### config.mk
export PLATFORM = sky130hd
export DESIGN_NAME = dmem_arbiter
export DESIGN_NICKNAME = d
export VERILOG_FILES = /design/src/rtl/dmem_arbiter.sv
export SDC_FILE = /design/constraint.sdc
export NUM_CORES = 1
export LEC_CHECK = 0
export BUFFER_PORTS_ARGS = -buffer_cell sky130_fd_sc_hd__buf_2
export CAP_MARGIN = 20
export CELL_PAD_IN_SITES_DETAIL_PLACEMENT = 2
export CELL_PAD_IN_SITES_GLOBAL_PLACEMENT = 2
export CORE_ASPECT_RATIO = 0.75
export CORE_MARGIN = 1
export CORE_UTILIZATION = 26
export CTS_CLUSTER_DIAMETER = 50
export DETAILED_ROUTE_END_ITERATION = 10
export PLACE_DENSITY_LB_ADDON = 0.2
export SYNTH_ARGS = -nofsm -noshare
export SYNTH_HDL_FRONTEND = slang
export SYNTH_SLANG_ARGS = --single-unit
export TNS_END_PERCENT = 50
### constraint.sdc
create_clock -name clk -period 1.6 [get_ports clk]
set_input_delay 0.24 -clock clk [delete_from_list [all_inputs] [get_ports clk]]
set_output_delay 0.24 -clock clk [all_outputs]
set_load 0.02 [all_outputs]
### src/rtl/dmem_arbiter.sv
// dmem_arbiter: CPU/DMA arbiter for the single-ported data memory, with starvation-forced DMA priority.
module dmem_arbiter #(
  parameter int AW           = 5,
  parameter int DW           = 16,
  parameter int STARVE_LIMIT = 4
) (
  input  logic          clk,
  input  logic          rst_n,
  input  logic          cpu_req,
  input  logic          cpu_we,
  input  logic [AW-1:0] cpu_addr,
  input  logic [DW-1:0] cpu_wdata,
  output logic          cpu_stall,
  output logic          cpu_ack,
  output logic [DW-1:0] cpu_rdata,
  input  logic          dma_req,
  input  logic          dma_we,
  input  logic [AW-1:0] dma_addr,
  input  logic [DW-1:0] dma_wdata,
  output logic          dma_ack,
  output logic [DW-1:0] dma_rdata,
  output logic [AW-1:0] mem_addr,
  output logic [DW-1:0] mem_in,
  output logic          mem_wr,
  input  logic [DW-1:0] mem_out
);
  typedef enum logic {CPU_PRI = 1'b0, DMA_PRI = 1'b1} state_t;
  localparam logic [7:0] LIMIT_M1 = 8'(STARVE_LIMIT - 1);
  state_t        state_q, state_d;
  logic [7:0]    starve_q, starve_d;
  logic          cpu_ack_q, cpu_ack_d, dma_ack_q, dma_ack_d;
  logic [DW-1:0] cpu_rdata_q, cpu_rdata_d, dma_rdata_q, dma_rdata_d;
  logic          cpu_gnt, dma_gnt, dma_denied;
  always_ff @(posedge clk or negedge rst_n)
    if (!rst_n) state_q <= CPU_PRI;
    else        state_q <= state_d;
  always_comb
    state_d = (state_q == CPU_PRI) ? ((dma_denied && starve_q == LIMIT_M1) ? DMA_PRI : CPU_PRI)
                                   : ((dma_gnt || !dma_req) ? CPU_PRI : DMA_PRI);
  // Grants are gated by rst_n so nothing reaches memory while reset is held.
  always_comb begin
    cpu_gnt    = rst_n & cpu_req & ~((state_q == DMA_PRI) & dma_req);
    dma_gnt    = rst_n & dma_req & ~cpu_gnt;
    dma_denied = dma_req & ~dma_gnt;
    cpu_stall  = cpu_req & ~cpu_gnt;
    mem_addr   = cpu_gnt ? cpu_addr  : dma_gnt ? dma_addr  : '0;
    mem_in     = cpu_gnt ? cpu_wdata : dma_gnt ? dma_wdata : '0;
    mem_wr     = cpu_gnt ? cpu_we    : dma_gnt & dma_we;
  end
  always_comb begin
    starve_d    = dma_denied ? ((starve_q == 8'hFF) ? starve_q : starve_q + 8'd1) : 8'd0;
    cpu_ack_d   = cpu_gnt;
    dma_ack_d   = dma_gnt;
    cpu_rdata_d = (cpu_gnt & ~cpu_we) ? mem_out : cpu_rdata_q;
    dma_rdata_d = (dma_gnt & ~dma_we) ? mem_out : dma_rdata_q;
  end
  always_ff @(posedge clk or negedge rst_n)
    if (!rst_n) begin
      starve_q    <= 8'd0;
      cpu_ack_q   <= 1'b0;
      dma_ack_q   <= 1'b0;
      cpu_rdata_q <= '0;
      dma_rdata_q <= '0;
    end else begin
      starve_q    <= starve_d;
      cpu_ack_q   <= cpu_ack_d;
      dma_ack_q   <= dma_ack_d;
      cpu_rdata_q <= cpu_rdata_d;
      dma_rdata_q <= dma_rdata_d;
    end
  assign cpu_ack   = cpu_ack_q;
  assign dma_ack   = dma_ack_q;
  assign cpu_rdata = cpu_rdata_q;
  assign dma_rdata = dma_rdata_q;
endmodule
==> results of run 1 <==
## per-stage QoR
stage	area (um^2)	hold WS [ps]	utilization (%)	setup slack (ps)	cells
2_1_floorplan	2112	-55.59	-	53.13	160
3_3_place_gp	2884	206.4	36.59	74.53	385
3_5_place_dp	2884	203.6	36.59	43.98	385
4_1_cts	3262	50.17	41.38	-181.8	404
5_1_grt	3244	72.79	41.16	-255.1	402
6_report	3244	44.93	41.16	-202.2	402
## cell type report
type	instances	area, um^2	area share [%]
Clock buffer	5	68.82	2.121
Tap cell	105	131.4	4.049
Sequential cell	43	1076	33.17
Clock inverter	3	43.79	1.350
Timing Repair Buffer	138	935.9	28.85
Inverter	3	11.26	0.3471
Multi-Input combinational cell	105	977.2	30.12
## cell usage in the layout (no fill, tap or decap), types with 2 or more instances in the layout
cell type,instances
a21oi_1,4
a22o_1,20
a31oi_1,2
buf_12,2
buf_2,97
buf_4,12
buf_6,24
clkbuf_8,5
dfrtp_1,43
inv_1,3
mux2_2,12
mux2_4,20
nand2_1,4
nand3_1,6
nor2_1,3
nor3_1,5
nor4_1,2
o211ai_1,2
o21ai_0,3
## worst max-delay path by stage
stage               slack, ps     endpoint
global placement           70  mem_addr[1]
CTS                      -180  mem_addr[3]
detailed placement         40    mem_in[5]
floorplan                  50  mem_addr[1]
finish                   -200    mem_in[5]
global route             -260    mem_in[5]
## metal layers
metal | GRT usage, % | up-vias | wire [um]
met5 | 0 | - | 0
met1 | 22.72 | 943 | 3237
li1 | - | 875 | -
met2 | 27.52 | 42 | 3568
met4 | 4.167 | 0 | 38
met3 | 3.571 | 4 | 233
## power groups by stage
| stage | registers [uW] | clock network, uW | logic [uW] |
|---|---|---|---|
| 2_1_floorplan | 1610 | 0 | 363 |
| 3_3_place_gp | 1390 | 0 | 977 |
| 3_5_place_dp | 1390 | 0 | 1000 |
| 4_1_cts | 1370 | 880 | 1090 |
| 5_1_grt | 1400 | 929 | 1140 |
| 6_report | 1370 | 845 | 1070 |
## flip-flops by register name (all words and copies together), names as in the netlist
name / count
state_q: 1
cpu_ack: 1
cpu_rdata: 16
dma_rdata: 16
starve_q: 8
dma_ack: 1
## synth_stat cells (all sizes together) (2+ instances only)
cell type	count	share of area, %
nor3	6	2.0
and2	2	0.59
nand2	4	0.71
inv	3	0.53
buf	8	2.9
a21boi	2	0.89
nand3	6	1.4
a22o	21	8.7
o21ai	5	1.2
dfrtp	43	51
a31oi	2	0.59
nor2	4	0.71
mux2	32	21
nor4	2	0.59
nor2b	2	0.95
o211ai	2	0.71
a21oi	4	0.95
## cell families (layout without fill, tap and decap cells)
group | after synthesis | in the layout
muxes | 33 | 33
DFF | 43 | 43
adders and majority gates | 1 | 1
and+or+nand+nor | 33 | 33
buffers and inverters | 12 | 149
AOI/OAI and AO/OA | 38 | 38
## worst register-to-register path, stage by stage (launching register included)
cell and delay (ps):
dfrtp_1 400, a21boi_2 180, buf_4 130, buf_6 100, nand3b_4 260, mux2_4 390
## timing repair
action / in CTS / in global routing
hold endpoints to repair: 5 / 0
setup endpoints to repair: 22 / 45
resized for setup: 47 / 8
cloned: 2 / 1
hold buffers: 1 / 0
pin swaps: 14 / 6
buffers inserted: 8 / 0
==> results.json, run 1 <==
{
  "clock-root-buffer": "clkbuf_8",
  "setup_viol": 22,
  "synth_seq_cells": 43,
  "r2r_cells": 5,
  "diodes": 0,
  "drt_iter0_markers": 25,
  "ant_nets": 0,
  "area_growth_pct": 53.61,
  "fin_ws_ps": -202.2,
  "violations": "negative setup slack",
  "slew_violations": 0,
  "final_nets": 361,
  "die_w_um": 106.1,
  "grt_max_degree": 39,
  "cp.buffers_inverters": 3,
  "wl_per_cell_um": 17.60,
  "worst_slew_pin_slew_ps": 465.7,
  "worstPathArrival_ps": 1560,
  "dr.pass1.iters": 4,
  "tns_ps": -3681,
  "cp-start-kind": "flop",
  "cellLeakagePower_uw": 0.001623,
  "critPathMaxStageDelay_ps": 400,
  "avgSynthCellArea_um2": 13.20,
  "vdd_drop_max_uv": 400.3,
  "internal_power_uw": 2251,
  "ys.flop_type": "dfrtp_1",
  "die_area_um2": 8491,
  "antenna_found_initial": 0,
  "hold_viol_final": 0,
  "cts_max_level": 2,
  "cp_cell_sequence": "buf_4 > nor2b_4 > nor2_2 > buf_12 > a22o_4 > buf_6",
  "cp.depth": 6,
  "boundaryPins": 121,
  "finalWirelength_mm": 7.077,
  "synth_edf_count": 0,
  "yosys_warnings": 0,
  "totalPowerFinal_uw": 3286,
  "seqPwrFrac_pct": 41.7,
  "design.core.area_um2": 7883,
  "grt_pass1_vias": 1983,
  "switchingPower_uw": 1036,
  "endpoint_kind": "output pin",
  "rsz0062_at_grt": "true",
  "grt_pass1_wl_mm": 10.88,
  "syn_inst": 160,
  "via_per_inst": 4.637,
  "cts_tree": "done",
  "clkSlewWorstSetupHoldPaths_ps": 90,
  "outcome": "finished, violations left",
  "synthSimpleGateAreaFrac_pct": 9.953,
  "relSlewSlack_pct": 68.95,
  "slowest_stage": "dfrtp_1",
  "crit_type": "reg2out",
  "die_h_um": 80.06,
  "cp_top_family": "buffers and inverters",
  "drive_gt1_share_pct": 62.29,
  "dpl.hpwl_mm": 5.100,
  "clkSinkCount": 43,
  "skew_ps": 7.609,
  "synth_nets": 225,
  "rr_endpoint": "cpu_rdata[0]",
  "netlist_area_um2": 2112,
  "initial_core_util_pct": 26.79,
  "vias": 1864,
  "rows": 28,
  "powerDensity_nw_per_um2": 1013,
  "insertion_delay_ps": 290,
  "grt.overflow.total": 0,
  "netSwitchingFraction_pct": 31.52,
  "timing.critical_path.from": "state_q",
  "finalCriticalPeriod_ps": 1802,
  "drc_errors": 0,
  "grtUsageTotal_pct": 16.83,
  "synth_compound_area_share_pct": 13.80,
  "synthArstFlopShare_pct": 100.0,
  "gp_congestion": 0.6597,
  "power.share.clock_pct": 25.7,
  "seq_area_frac_synth_pct": 50.95,
  "cp_max_fo": 22,
  "fin_crit_sh_pct": 112.6,
  "drv_cap": 0,
  "yosys.area_share.adder_pct": 0.5924,
  "p_comb_share_pct": 32.5,
  "synth-xor-area-share_pct": 0,
  "r2r_slack_ps": 20,
  "synthMuxAreaShare_pct": 21.09,
  "cts_made_buffers": 5,
  "fillers": 855,
  "hold_path_class": "in2async",
  "io_buffers": 120,
  "clock_path_buffers": 2,
  "synth_top_family_by_area": "multiplexers",
  "r2r_start": "state_q",
  "synthDistinctLibCells": 37,
  "cp_data_required_time_ps": 1360,
  "fmax_mhz": 554.9
}
(Power assumes the default switching activity.)
==> run 2, diff against run 1 <==
--- a/config.mk
+++ b/config.mk
@@ -5,15 +5,16 @@
 export SDC_FILE = /design/constraint.sdc
 export NUM_CORES = 1
 export LEC_CHECK = 0
-export BUFFER_PORTS_ARGS = -buffer_cell sky130_fd_sc_hd__buf_2
+export BUFFER_PORTS_ARGS = -buffer_cell sky130_fd_sc_hd__buf_4
 export CAP_MARGIN = 20
 export CELL_PAD_IN_SITES_DETAIL_PLACEMENT = 2
 export CELL_PAD_IN_SITES_GLOBAL_PLACEMENT = 2
 export CORE_ASPECT_RATIO = 0.75
 export CORE_MARGIN = 1
-export CORE_UTILIZATION = 26
+export CORE_UTILIZATION = 28
 export CTS_CLUSTER_DIAMETER = 50
 export DETAILED_ROUTE_END_ITERATION = 10
+export GPL_TIMING_DRIVEN = 1
 export PLACE_DENSITY_LB_ADDON = 0.2
 export SYNTH_ARGS = -nofsm -noshare
 export SYNTH_HDL_FRONTEND = slang
==> constraint.sdc (replaced) <==
create_clock -name clk -period 2.2 [get_ports clk]
set_input_delay 0.33 -clock clk [delete_from_list [all_inputs] [get_ports clk]]
set_output_delay 0.33 -clock clk [all_outputs]
set_load 0.02 [all_outputs]
==> run 2 against run 1 <==
Compared with the run above: the run now ends clean; via count fell by 4.2%; count of clock-buffer cells in the layout did not move; register-to-register slack better by 620 ps; flip-flop and latch count unchanged; sequential power decreased by 27%; global-route usage increased by 1.4 points.
==> results.json, run 2 (synthesized netlist as in run 1, its figures left out) <==
{
  "wl_per_cell_um": 17.83,
  "initial_core_util_pct": 28.81,
  "antenna_found_initial": 0,
  "die_area_um2": 7898,
  "io_buffers": 120,
  "finalWirelength_mm": 6.865,
  "final_util_pct": 44.02,
  "design.core.area_um2": 7331,
  "grt_pass1_wl_mm": 10.94,
  "seqPwrFrac_pct": 40.7,
  "fillers": 768,
  "placed_cells": 377,
  "boundaryPins": 121,
  "cts_tree": "done",
  "p_comb_share_pct": 33.7,
  "clock-root-buffer": "clkbuf_8",
  "dr.pass1.iters": 4,
  "diodes": 0,
  "internal_power_uw": 1699,
  "r2r_slack_ps": 640,
  "area_growth_pct": 52.78,
  "grt_max_degree": 46,
  "hold_path_class": "in2async",
  "r2r_cells": 4,
  "totalPowerFinal_uw": 2460,
  "fin_crit_sh_pct": 89.04,
  "outcome": "completed",
  "power.share.clock_pct": 25.6,
  "crit_type": "reg2out",
  "powerDensity_nw_per_um2": 762.4,
  "clkSlewWorstSetupHoldPaths_ps": 90,
  "cellLeakagePower_uw": 0.001595,
  "gp_congestion": 0.7004,
  "drc_errors": 0,
  "finalCriticalPeriod_ps": 1959,
  "crit_end": "mem_in[0]",
  "clkSinkCount": 43,
  "drv_cap": 0,
  "drive_gt1_share_pct": 59.86,
  "finalNonFillerCells": 385,
  "final_cell_mix": "buf_4 (125), dfrtp_1 (43), a22o_1 (21)",
  "via_per_inst": 4.636,
  "hold_slack_ps": 125.1,
  "cts_setup_buffers": 0,
  "cts_max_level": 2,
  "dpl.hpwl_mm": 5.188,
  "cp-start-kind": "flop",
  "worst_slew_pin_slew_ps": 573.1,
  "relSlewSlack_pct": 61.79,
  "skew_ps": 8.212,
  "grt_pass1_vias": 1980,
  "final_common_cell": "buf_4",
  "netSwitchingFraction_pct": 30.92,
  "endpoint_kind": "output pin",
  "r2r_start": "state_q",
  "rr_endpoint": "cpu_rdata[7]",
  "grt.overflow.total": 0,
  "seqCellArea_um2": 1076,
  "ant_nets": 0,
  "drt_iter0_markers": 56,
  "vias": 1785,
  "tns_ps": 0,
  "clock_path_buffers": 2,
  "timing.critical_path.from": "state_q",
  "switchingPower_uw": 760.7,
  "fmax_mhz": 510.5,
  "multi_input_area_um2": 962.2,
  "setup_viol": 0,
  "cts_made_buffers": 5,
  "rsz0062_at_grt": "false",
  "grtUsageTotal_pct": 18.25,
  "vdd_drop_max_uv": 293.9,
  "rows": 27,
  "die_w_um": 102.3,
  "worstPathArrival_ps": 1630,
  "cp_data_required_time_ps": 1870,
  "die_h_um": 77.22,
  "insertion_delay_ps": 300,
  "cp_max_fo": 22,
  "slew_violations": 0,
  "hold_viol_final": 0,
  "final_nets": 348
}
## run 2: worst min path at each step
stage,startpoint,to
finish,rst_n,state_q
global route,rst_n,starve_q[0]
CTS,rst_n,starve_q[1]
detailed placement,rst_n,dma_rdata[13]
global placement,rst_n,state_q
floorplan,rst_n,cpu_ack
## run 2: through the flow
step / setup WS [ps] / instance area, um^2
final: 241.1 / 3227
after global routing: 141.2 / 3227
after floorplan: 429.3 / 2112
after detailed placement: 136.6 / 3112
after global placement: 169.6 / 3112
after CTS: 91.56 / 3226
## run 2: layout make-up
type,instances,area share [%]
inverter,3,0.3490
sequential,43,33.35
tap,101,3.916
timing repair buffer,125,29.08
clock buffer,5,2.133
clock inverter,3,1.357
multi-input combinational,105,29.82
## run 2: metal layers
layer  track usage, %  share of wire, %
met4            5.143              0.93
met1            24.90                46
met5                0                 0
met2            28.79                50
met3            4.011               3.6
## run 2: power by group through the flow
| stage | clock (uW) | sequential (uW) | combinational (uW) |
|---|---|---|---|
| floorplan | 0 | 1170 | 264 |
| global placement | 0 | 1010 | 820 |
| detailed placement | 0 | 1020 | 836 |
| CTS | 651 | 1000 | 841 |
| global route | 678 | 1020 | 883 |
| finish | 629 | 1000 | 829 |
## run 2: what timing repair did
action,4_1_cts,5_1_grt
gates resized for setup,1,1
hold buffers,0,0
endpoints found under the setup margin,22,1
## run 2: critical path: stages (launching register included)
cell     delay, ps
dfrtp_1        440
nor2b_4        210
nor2_1          70
buf_4          220
a22o_1         220
buf_4          160
